<file path="src/rtl/card_dealer_pkg.sv">
// Shared types and constants for the baccarat card path.
// Used by the dealer, the 7-segment decoders and the scoring block.
package card_dealer_pkg;

  localparam int CARD_W    = 4;
  localparam int NUM_SLOTS = 6;
  localparam int SLOT_W    = 3;

  typedef logic [CARD_W-1:0] card_t;
  typedef logic [SLOT_W-1:0] slot_t;

  localparam card_t EMPTY = 4'd0;
  localparam card_t ACE   = 4'd1;
  localparam card_t KING  = 4'd13;

  localparam slot_t SLOT_P1 = 3'd0;
  localparam slot_t SLOT_P2 = 3'd1;
  localparam slot_t SLOT_P3 = 3'd2;
  localparam slot_t SLOT_D1 = 3'd3;
  localparam slot_t SLOT_D2 = 3'd4;
  localparam slot_t SLOT_D3 = 3'd5;

  typedef enum logic [1:0] {
    S_IDLE = 2'd0,
    S_LOAD = 2'd1,
    S_DONE = 2'd2,
    S_ERR  = 2'd3
  } state_t;

endpackage

</file>
<file path="src/rtl/card_counter.sv">
// Free-running card value source, CARD_MIN..CARD_MAX then wrap.
// Advances every cycle out of reset, independent of the dealer FSM.
module card_counter
  import card_dealer_pkg::*;
#(
  parameter int CARD_MIN = 1,
  parameter int CARD_MAX = 13
) (
  input  logic              clk,
  input  logic              reset,
  output logic [CARD_W-1:0] value
);

  always_ff @(posedge clk) begin
    if (reset)
      value <= CARD_W'(CARD_MIN);
    else if (value >= CARD_W'(CARD_MAX))
      value <= CARD_W'(CARD_MIN);
    else
      value <= value + 1'b1;
  end

endmodule

</file>
<file path="src/rtl/card_dealer.sv">
// Six-slot card register file for one baccarat round.
// Deals one card per accepted request; feeds the per-card decoders.
module card_dealer
  import card_dealer_pkg::*;
#(
  parameter int CARD_MIN = 1,
  parameter int CARD_MAX = 13
) (
  input  logic                 clk,
  input  logic                 reset,
  input  logic                 clear,
  input  logic                 deal_valid,
  input  logic [SLOT_W-1:0]    deal_slot,
  input  logic                 test_mode,
  input  logic [CARD_W-1:0]    test_card,
  output logic                 deal_ready,
  output logic                 deal_done,
  output logic                 deal_err,
  output logic [NUM_SLOTS-1:0] dealt_mask,
  output logic [CARD_W-1:0]    player_card1,
  output logic [CARD_W-1:0]    player_card2,
  output logic [CARD_W-1:0]    player_card3,
  output logic [CARD_W-1:0]    dealer_card1,
  output logic [CARD_W-1:0]    dealer_card2,
  output logic [CARD_W-1:0]    dealer_card3
);

  state_t state;
  card_t  cards [NUM_SLOTS];
  slot_t  lat_slot;
  card_t  lat_val;
  card_t  cnt;
  logic [7:0] busy;

  card_counter #(
    .CARD_MIN(CARD_MIN),
    .CARD_MAX(CARD_MAX)
  ) u_counter (
    .clk  (clk),
    .reset(reset),
    .value(cnt)
  );

  // Slots 6 and 7 do not exist, so they always look occupied.
  assign busy = {2'b11, dealt_mask};

  always_ff @(posedge clk) begin
    if (reset) begin
      state      <= S_IDLE;
      deal_ready <= 1'b1;
      deal_done  <= 1'b0;
      deal_err   <= 1'b0;
      dealt_mask <= '0;
      lat_slot   <= '0;
      lat_val    <= EMPTY;
      for (int i = 0; i < NUM_SLOTS; i++)
        cards[i] <= EMPTY;
    end else if (clear) begin
      state      <= S_IDLE;
      deal_ready <= 1'b1;
      deal_done  <= 1'b0;
      deal_err   <= 1'b0;
      dealt_mask <= '0;
      for (int i = 0; i < NUM_SLOTS; i++)
        cards[i] <= EMPTY;
    end else begin
      deal_done <= 1'b0;
      deal_err  <= 1'b0;
      unique case (state)
        S_IDLE: begin
          if (deal_valid) begin
            lat_slot   <= deal_slot;
            lat_val    <= test_mode ? test_card : cnt;
            deal_ready <= 1'b0;
            deal_err   <= busy[deal_slot];
            state      <= busy[deal_slot] ? S_ERR : S_LOAD;
          end
        end
        S_LOAD: begin
          for (int i = 0; i < NUM_SLOTS; i++) begin
            if (lat_slot == SLOT_W'(i)) begin
              cards[i]      <= lat_val;
              dealt_mask[i] <= 1'b1;
            end
          end
          deal_done <= 1'b1;
          state     <= S_DONE;
        end
        S_DONE: begin
          deal_ready <= 1'b1;
          state      <= S_IDLE;
        end
        S_ERR: begin
          deal_ready <= 1'b1;
          state      <= S_IDLE;
        end
        default: begin
          deal_ready <= 1'b1;
          state      <= S_IDLE;
        end
      endcase
    end
  end

  assign player_card1 = cards[SLOT_P1];
  assign player_card2 = cards[SLOT_P2];
  assign player_card3 = cards[SLOT_P3];
  assign dealer_card1 = cards[SLOT_D1];
  assign dealer_card2 = cards[SLOT_D2];
  assign dealer_card3 = cards[SLOT_D3];

endmodule

</file>
<file path="config.mk">
export PLATFORM = sky130hd
export DESIGN_NAME = card_dealer
export DESIGN_NICKNAME = d
export VERILOG_FILES = /design/src/rtl/card_dealer_pkg.sv /design/src/rtl/card_counter.sv /design/src/rtl/card_dealer.sv
export SDC_FILE = /design/constraint.sdc
export NUM_CORES = 1
export LEC_CHECK = 0
export CAP_MARGIN = 5
export CORE_UTILIZATION = 47
export CTS_CLUSTER_DIAMETER = 150
export CTS_CLUSTER_SIZE = 24
export DETAILED_ROUTE_END_ITERATION = 12
export PLACE_DENSITY = 0.73
export SYNTH_ARGS = -nofsm -noshare
export SYNTH_HDL_FRONTEND = slang
export SYNTH_SLANG_ARGS = --single-unit
export TNS_END_PERCENT = 20
</file>
<file path="constraint.sdc">
create_clock -name clk -period 2.1 [get_ports clk]
set_input_delay 0.42 -clock clk [delete_from_list [all_inputs] [get_ports clk]]
set_output_delay 0.42 -clock clk [all_outputs]
set_load 0.01 [all_outputs]
</file>
==> metrics, run 1 <==
synthesized area per cell=11.5 µm²; actual slew at the worst max-slew pin=0.425 ns; Mapped Cells=161; total buffers and inverters traversed by the critical path=1; number of nets in the layout=229; CTS tree=yes; core footprint=3720 µm²; worst reg-to-reg setup slack=0.38 ns; final non-filler cell area=2470 µm²; critical path, cell by cell=clkdlybuf4s50_1 > nor4_2 > nand2_1 > o21ai_1; total of max-cap violations=0; Critical R2R Capture=cards[1][2]; cell at the slowest stage of the critical path=sky130_fd_sc_hd__clkdlybuf4s50_1; leakage power figure=0.911 nW; post-synth design cell area=1850 µm²; starting utilization of the core area=0.498; pre-CTS setup slack=0.0242 ns; Gates resized, CTS repair=0; power per cell area=698 nW/µm²; outcome=finished, final reports clean; Inserted Diodes=0; Worst setup startpoint=clear; number of inserted filler cells in the final layout=285; Top Family by Delay on Critical Path=simple AND/OR/NAND/NOR gates; Max Fanout on Critical Path=5; drc violations=0; total grt overflow=0; Max H-tree Level=2; worst vdd ir=0.401 mV; clock transition at the registers of the reported paths=0.08 ns; Post-Synthesis Net Count=176; slowest cell delay on critical path=0.48 ns; number of cell rows=22; synth unique cells=34; placed cell area=2380 µm²; Routed WL=3.54 mm; area added between synthesis and finish=33.7%; global placement routability congestion=0.753; initial antenna violation count=0; average wire per standard cell=13.5 µm; Final Cycle Share=0.839; final number of hold-violating endpoints=0; largest net degree at the start of global routing=16; Non-Filler Instances=263; relative slew slack=0.716; destination of the critical timing path=cards[1][2]; total vias in the final route=1342; via count of the first global-routing pass=1360; worst clock skew=0.00593 ns; worst setup margin=0.338 ns; violation count after the first detailed-routing iteration=51; Bufs on Longest Clock Path=2; hold_buf cts=0; wire length of the first global-routing pass=6.11 mm; routed via count divided by cell count=5.10; data arrival time at the worst-slack endpoint=1.72 ns; accumulated negative setup slack=0 ns; fraction of layout instances using a drive strength above 1=0.140; final count of negative-setup-slack endpoints=0; clock network latency to the later pin of the worst-skew pair=0.29 ns; share of synthesized area occupied by flip-flops and latches=0.627; required time at the worst-slack endpoint=2.06 ns; Die Footprint=4190 µm²; fmax=568 MHz; type of the tightest min-delay check=flop to flop; number of warnings printed during yosys synthesis=0; detailed-placement wirelength estimate=2.83 mm; CTS sink count=46; post-CTS setup buffer count=0; number of cells in the design after placement=255; DIE HEIGHT=64.7 µm; number of ports placed on the die boundary=45; combined global-route utilization of all metal layers=0.194; buffer cell driving the clock tree root=sky130_fd_sc_hd__clkbuf_8; launching point of the worst reg2reg path=lat_slot[0]; count of port buffers added during placement=44; Levels on crit path=4; setup repair after global routing missed its margin=false; count of state elements after synthesis=46; number of CTS-inserted buffers=5; number of routed nets with antenna violations=0; type of the worst setup path=input pin to flop; count of pins over their slew limit=0; DR pass1 iterations=4; CP Capture Type=flop; die width=64.7 µm; kind of start point of the critical path=input pin; minimum period implied by the final worst setup slack=1.76 ns; R2R depth=2
==> state kept, by name, summed over array words and instances, names as in the netlist <==
register and flops:
lat_val 4, u_counter.value 4, state 2, deal_done 1, cards 24, lat_slot 3, deal_ready 1, dealt_mask 6
deal_err 1
==> per-layer routing <==
metal | share of wire | global-route usage
met1 | 0.41 | 0.219
met2 | 0.50 | 0.346
met3 | 0.057 | 0.0387
met4 | 0.032 | 0.0944
met5 | 0 | 0
==> Yosys cell counts <==
| library cell | count | area share |
|---|---|---|
| sky130_fd_sc_hd__nand3_1 | 3 | 0.0081 |
| sky130_fd_sc_hd__xor2_1 | 1 | 0.0047 |
| sky130_fd_sc_hd__nand2_1 | 16 | 0.032 |
| sky130_fd_sc_hd__o21ai_2 | 2 | 0.0095 |
| sky130_fd_sc_hd__o21ai_0 | 8 | 0.022 |
| sky130_fd_sc_hd__o21ai_1 | 2 | 0.0054 |
| sky130_fd_sc_hd__nor4_2 | 1 | 0.0068 |
| sky130_fd_sc_hd__o21bai_1 | 1 | 0.0041 |
| sky130_fd_sc_hd__a211oi_2 | 4 | 0.027 |
| sky130_fd_sc_hd__buf_1 | 1 | 0.0020 |
| sky130_fd_sc_hd__xnor2_1 | 1 | 0.0047 |
| sky130_fd_sc_hd__mux2_2 | 1 | 0.0061 |
| sky130_fd_sc_hd__clkinv_1 | 1 | 0.0020 |
| sky130_fd_sc_hd__inv_1 | 3 | 0.0061 |
| sky130_fd_sc_hd__dfxtp_1 | 22 | 0.24 |
| sky130_fd_sc_hd__ha_1 | 3 | 0.020 |
| sky130_fd_sc_hd__and2_1 | 2 | 0.0068 |
| sky130_fd_sc_hd__buf_2 | 4 | 0.011 |
| sky130_fd_sc_hd__a31oi_1 | 1 | 0.0034 |
| sky130_fd_sc_hd__mux2i_1 | 9 | 0.049 |
| sky130_fd_sc_hd__a31o_2 | 1 | 0.0047 |
| sky130_fd_sc_hd__a22o_1 | 1 | 0.0047 |
| sky130_fd_sc_hd__edfxtp_1 | 24 | 0.39 |
| sky130_fd_sc_hd__nor3b_2 | 1 | 0.0068 |
| sky130_fd_sc_hd__clkbuf_1 | 2 | 0.0041 |
| sky130_fd_sc_hd__a21oi_1 | 1 | 0.0027 |
| sky130_fd_sc_hd__nor2b_1 | 2 | 0.0068 |
| sky130_fd_sc_hd__nor4b_4 | 1 | 0.013 |
| sky130_fd_sc_hd__and2b_1 | 1 | 0.0041 |
| sky130_fd_sc_hd__buf_6 | 1 | 0.0061 |
| sky130_fd_sc_hd__o211ai_1 | 1 | 0.0041 |
| sky130_fd_sc_hd__nor2_1 | 36 | 0.073 |
| sky130_fd_sc_hd__nand2b_1 | 2 | 0.0068 |
| sky130_fd_sc_hd__nor3_2 | 1 | 0.0054 |
==> final cells by class <==
type                            instances  area, µm²  area share
Tap cell                               48       60.1      0.0243
Inverter                                4       15.0     0.00607
Multi-Input combinational cell        103        632       0.255
Clock buffer                            5       68.8      0.0278
Clock inverter                          3       21.3     0.00860
Timing Repair Buffer                   54        515       0.208
Sequential cell                        46       1160       0.469
==> worst reg2reg max path, stage by stage (launching register included) <==
cell,delay (ns)
sky130_fd_sc_hd__dfxtp_1,0.59
sky130_fd_sc_hd__clkinv_1,0.39
sky130_fd_sc_hd__o21ai_1,0.41
==> cells by family after synthesis <==
group                    Yosys count  synth area share
AO/OA/AOI/OAI                     22            0.0872
XOR/XNOR                           2           0.00947
adder cells (fa/ha/maj)            3            0.0203
buffers and inverters             12            0.0311
flip-flops                        46             0.627
multiplexers                      10            0.0548
AND/OR/NAND/NOR                   66             0.170
==> cell usage in the layout (no fill, tap or decap), types with 4 or more instances in the layout <==
cell,n
sky130_fd_sc_hd__clkdlybuf4s50_1,44
sky130_fd_sc_hd__nor2_1,36
sky130_fd_sc_hd__edfxtp_1,24
sky130_fd_sc_hd__dfxtp_1,22
sky130_fd_sc_hd__nand2_1,16
sky130_fd_sc_hd__buf_4,10
sky130_fd_sc_hd__mux2i_1,9
sky130_fd_sc_hd__o21ai_0,8
sky130_fd_sc_hd__clkbuf_8,5
sky130_fd_sc_hd__a211oi_2,4
==> worst min path at each step <==
stage                                   from            endpoint  slack [ns]  depth (start not counted)
after floorplan           u_counter.value[0]  u_counter.value[0]        0.41                          1
after global placement            deal_ready          deal_ready        0.44                          2
after detailed placement  u_counter.value[0]  u_counter.value[0]        0.45                          1
after CTS                 u_counter.value[0]  u_counter.value[0]        0.47                          1
after global routing              deal_ready          deal_ready        0.49                          2
final                     u_counter.value[0]  u_counter.value[0]        0.46                          1
==> power by group <==
part | switching [mW] | internal [mW] | leakage [nW]
sequential | 0.0294 | 0.982 | 0.447
combinational | 0.0905 | 0.102 | 0.420
clock | 0.288 | 0.234 | 0.0441
total | 0.408 | 1.32 | 0.911
==> metrics by stage <==
stage	total power, mW	hold WS (ns)	util
4_1_cts	1.74	0.470	0.666
2_1_floorplan	1.13	0.414	-
3_3_place_gp	1.22	0.438	0.641
3_5_place_dp	1.23	0.450	0.641
5_1_grt	1.80	0.490	0.666
6_report	1.73	0.464	0.666
No activity file was read; power rests on OpenSTA's default activity.
==> run 2: changes to the inputs <==
--- a/config.mk
+++ b/config.mk
@@ -6,11 +6,11 @@
 export NUM_CORES = 1
 export LEC_CHECK = 0
 export CAP_MARGIN = 5
-export CORE_UTILIZATION = 47
+export CORE_UTILIZATION = 44
 export CTS_CLUSTER_DIAMETER = 150
 export CTS_CLUSTER_SIZE = 24
 export DETAILED_ROUTE_END_ITERATION = 12
-export PLACE_DENSITY = 0.73
+export PLACE_DENSITY = 0.72
 export SYNTH_ARGS = -nofsm -noshare
 export SYNTH_HDL_FRONTEND = slang
 export SYNTH_SLANG_ARGS = --single-unit
==> constraint.sdc (replaced) <==
create_clock -name clk -period 1.5 [get_ports clk]
set_input_delay 0.3 -clock clk [delete_from_list [all_inputs] [get_ports clk]]
set_output_delay 0.3 -clock clk [all_outputs]
set_load 0.01 [all_outputs]
==> run 2 against run 1 <==
Compared with the run above: first-iteration DRC count increased by 37%; cell count increased by 4.2%; sequential power increased by 40%; sequential share of layout area decreased by 1.6 points; wire length increased by 4.2%; clock-buffer cell count increased by 1; critical endpoint is now deal_ready; non-clock buffer count increased by 9; worst setup slack got worse by 0.30 ns; register-to-register slack got worse by 0.32 ns; critical path depth decreased by 3; clock skew decreased by 0.0015 ns; design area increased by 3.6%.
==> metrics, run 2 (same netlist as run 1, synthesis figures left out) <==
outcome=finished, final reports clean; pre-CTS setup slack=-0.466 ns; worst vdd ir=0.682 mV; drc violations=0; initial antenna violation count=0; via count of the first global-routing pass=1307; total grt overflow=0; detailed-placement wirelength estimate=2.79 mm; Biggest register=cards; CP Capture Type=output port; count of pins over their slew limit=0; cell at the slowest stage of the critical path=sky130_fd_sc_hd__clkdlybuf4s50_1; Die Footprint=4470 µm²; number of nets in the layout=238; fraction of layout instances using a drive strength above 1=0.183; accumulated negative setup slack=0 ns; Routed WL=3.69 mm; global placement routability congestion=0.812; hold_buf cts=0; final count of negative-setup-slack endpoints=0; worst setup margin=0.0341 ns; launching point of the worst reg2reg path=lat_slot[1]; cell count of the worst hold path=1; biggest registers after layout=cards x24, dealt_mask x6; required time at the worst-slack endpoint=1.20 ns; Top Family by Delay on Critical Path=buffers and inverters; Final Cycle Share=0.977; number of ports placed on the die boundary=45; buffer cell driving the clock tree root=sky130_fd_sc_hd__clkbuf_8; most common library cell in the layout ignoring fill and taps=sky130_fd_sc_hd__nor2_1; Max H-tree Level=2; total buffers and inverters traversed by the critical path=1; number of CTS-inserted buffers=5; core footprint=4030 µm²; hold wc startpoint=u_counter.value[0]; leakage power figure=1.09 nW; leading cell types in the layout, fill and taps excluded=sky130_fd_sc_hd__nor2_1, sky130_fd_sc_hd__clkdlybuf4s50_1, sky130_fd_sc_hd__edfxtp_1, sky130_fd_sc_hd__dfxtp_1, sky130_fd_sc_hd__buf_4; minimum period implied by the final worst setup slack=1.47 ns; largest net degree at the start of global routing=14; power per cell area=935 nW/µm²; type of the worst setup path=flop to output port; average wire per standard cell=13.5 µm; die width=66.9 µm; violation count after the first detailed-routing iteration=70; CTS tree=yes; data arrival time at the worst-slack endpoint=1.17 ns; routed via count divided by cell count=4.91; area added between synthesis and finish=38.5%; kind of start point of the critical path=flop; clock transition at the registers of the reported paths=0.08 ns; count of port buffers added during placement=44; CTS sink count=46; Worst setup startpoint=deal_ready; total of max-cap violations=0; R2R depth=3; combined global-route utilization of all metal layers=0.178; Inserted Diodes=0; type of the tightest min-delay check=flop to flop; number of routed nets with antenna violations=0; Bufs on Longest Clock Path=2; relative slew slack=0.787; DIE HEIGHT=66.9 µm; clock network latency to the later pin of the worst-skew pair=0.29 ns; Levels on crit path=1; fmax=682 MHz; starting utilization of the core area=0.459; actual slew at the worst max-slew pin=0.320 ns; flip-flop count of the largest register, all copies and words added=24; wire length of the first global-routing pass=5.91 mm; number of cell rows=23; final number of hold-violating endpoints=0; total vias in the final route=1344; Max Fanout on Critical Path=2; DR pass1 iterations=4; critical path, cell by cell=clkdlybuf4s50_1; worst clock skew=0.00444 ns; slowest cell delay on critical path=0.54 ns
-- run 2: cell count changes in the layout (fill, tap and decap cells not counted), moves of 7 or more --
cell,previous run,this run
sky130_fd_sc_hd__dlymetal6s2s_1,0,7
sky130_fd_sc_hd__dlygate4sd2_1,0,7
sky130_fd_sc_hd__clkdlybuf4s50_1,44,30
sky130_fd_sc_hd__buf_4,10,19
-- run 2: worst reg2reg max path: stages (launching register included) --
cell,delay [ns]
sky130_fd_sc_hd__dfxtp_1,0.36
sky130_fd_sc_hd__nor4_4,0.33
sky130_fd_sc_hd__nand3_2,0.17
sky130_fd_sc_hd__o21ai_2,0.27
-- run 2: report_power, final --
part	switching, mW	internal [mW]
Clock	0.379	0.319
Combinational	0.134	0.152
Sequential	0.0382	1.37
Total	0.552	1.85
-- run 2: final timing paths --
path,endpoint,slack (ns)
setup / recovery,deal_ready,0.03
hold / removal,u_counter.value[0],0.45
setup reg to reg,cards[5][0],0.06
hold reg to reg,u_counter.value[0],0.45
-- run 2: per-stage QoR --
step / utilization / hold WS [ns] / power, mW / instances / instance area (µm²)
6_report: 0.636 / 0.453 / 2.40 / 274 / 2560
5_1_grt: 0.636 / 0.475 / 2.50 / 274 / 2560
3_5_place_dp: 0.609 / 0.439 / 1.73 / 266 / 2450
4_1_cts: 0.632 / 0.457 / 2.42 / 274 / 2540
2_1_floorplan: - / 0.414 / 1.58 / 161 / 1850
3_3_place_gp: 0.609 / 0.433 / 1.72 / 266 / 2450
-- run 2: what timing repair did --
item                       4_1_cts  5_1_grt
buffers inserted                 0        0
gates resized for setup         11        8
pin swaps                        1        1
setup endpoints to repair       35       24
-- run 2: metal layers --
metal,part of all wire,up-vias,track usage
met5,0,-,0
met1,0.44,624,0.220
met2,0.52,40,0.302
met3,0.042,0,0.0497
met4,0,0,0.0505
li1,-,680,-
-- run 2: final cells by class --
cell class / count / area, µm²
Timing Repair Buffer: 63 / 592
Fill cell: 331 / 1470
Clock inverter: 2 / 8.76
Multi-Input combinational cell: 103 / 651
Clock buffer: 6 / 72.6
Sequential cell: 46 / 1160
Tap cell: 50 / 62.6
Inverter: 4 / 15.0
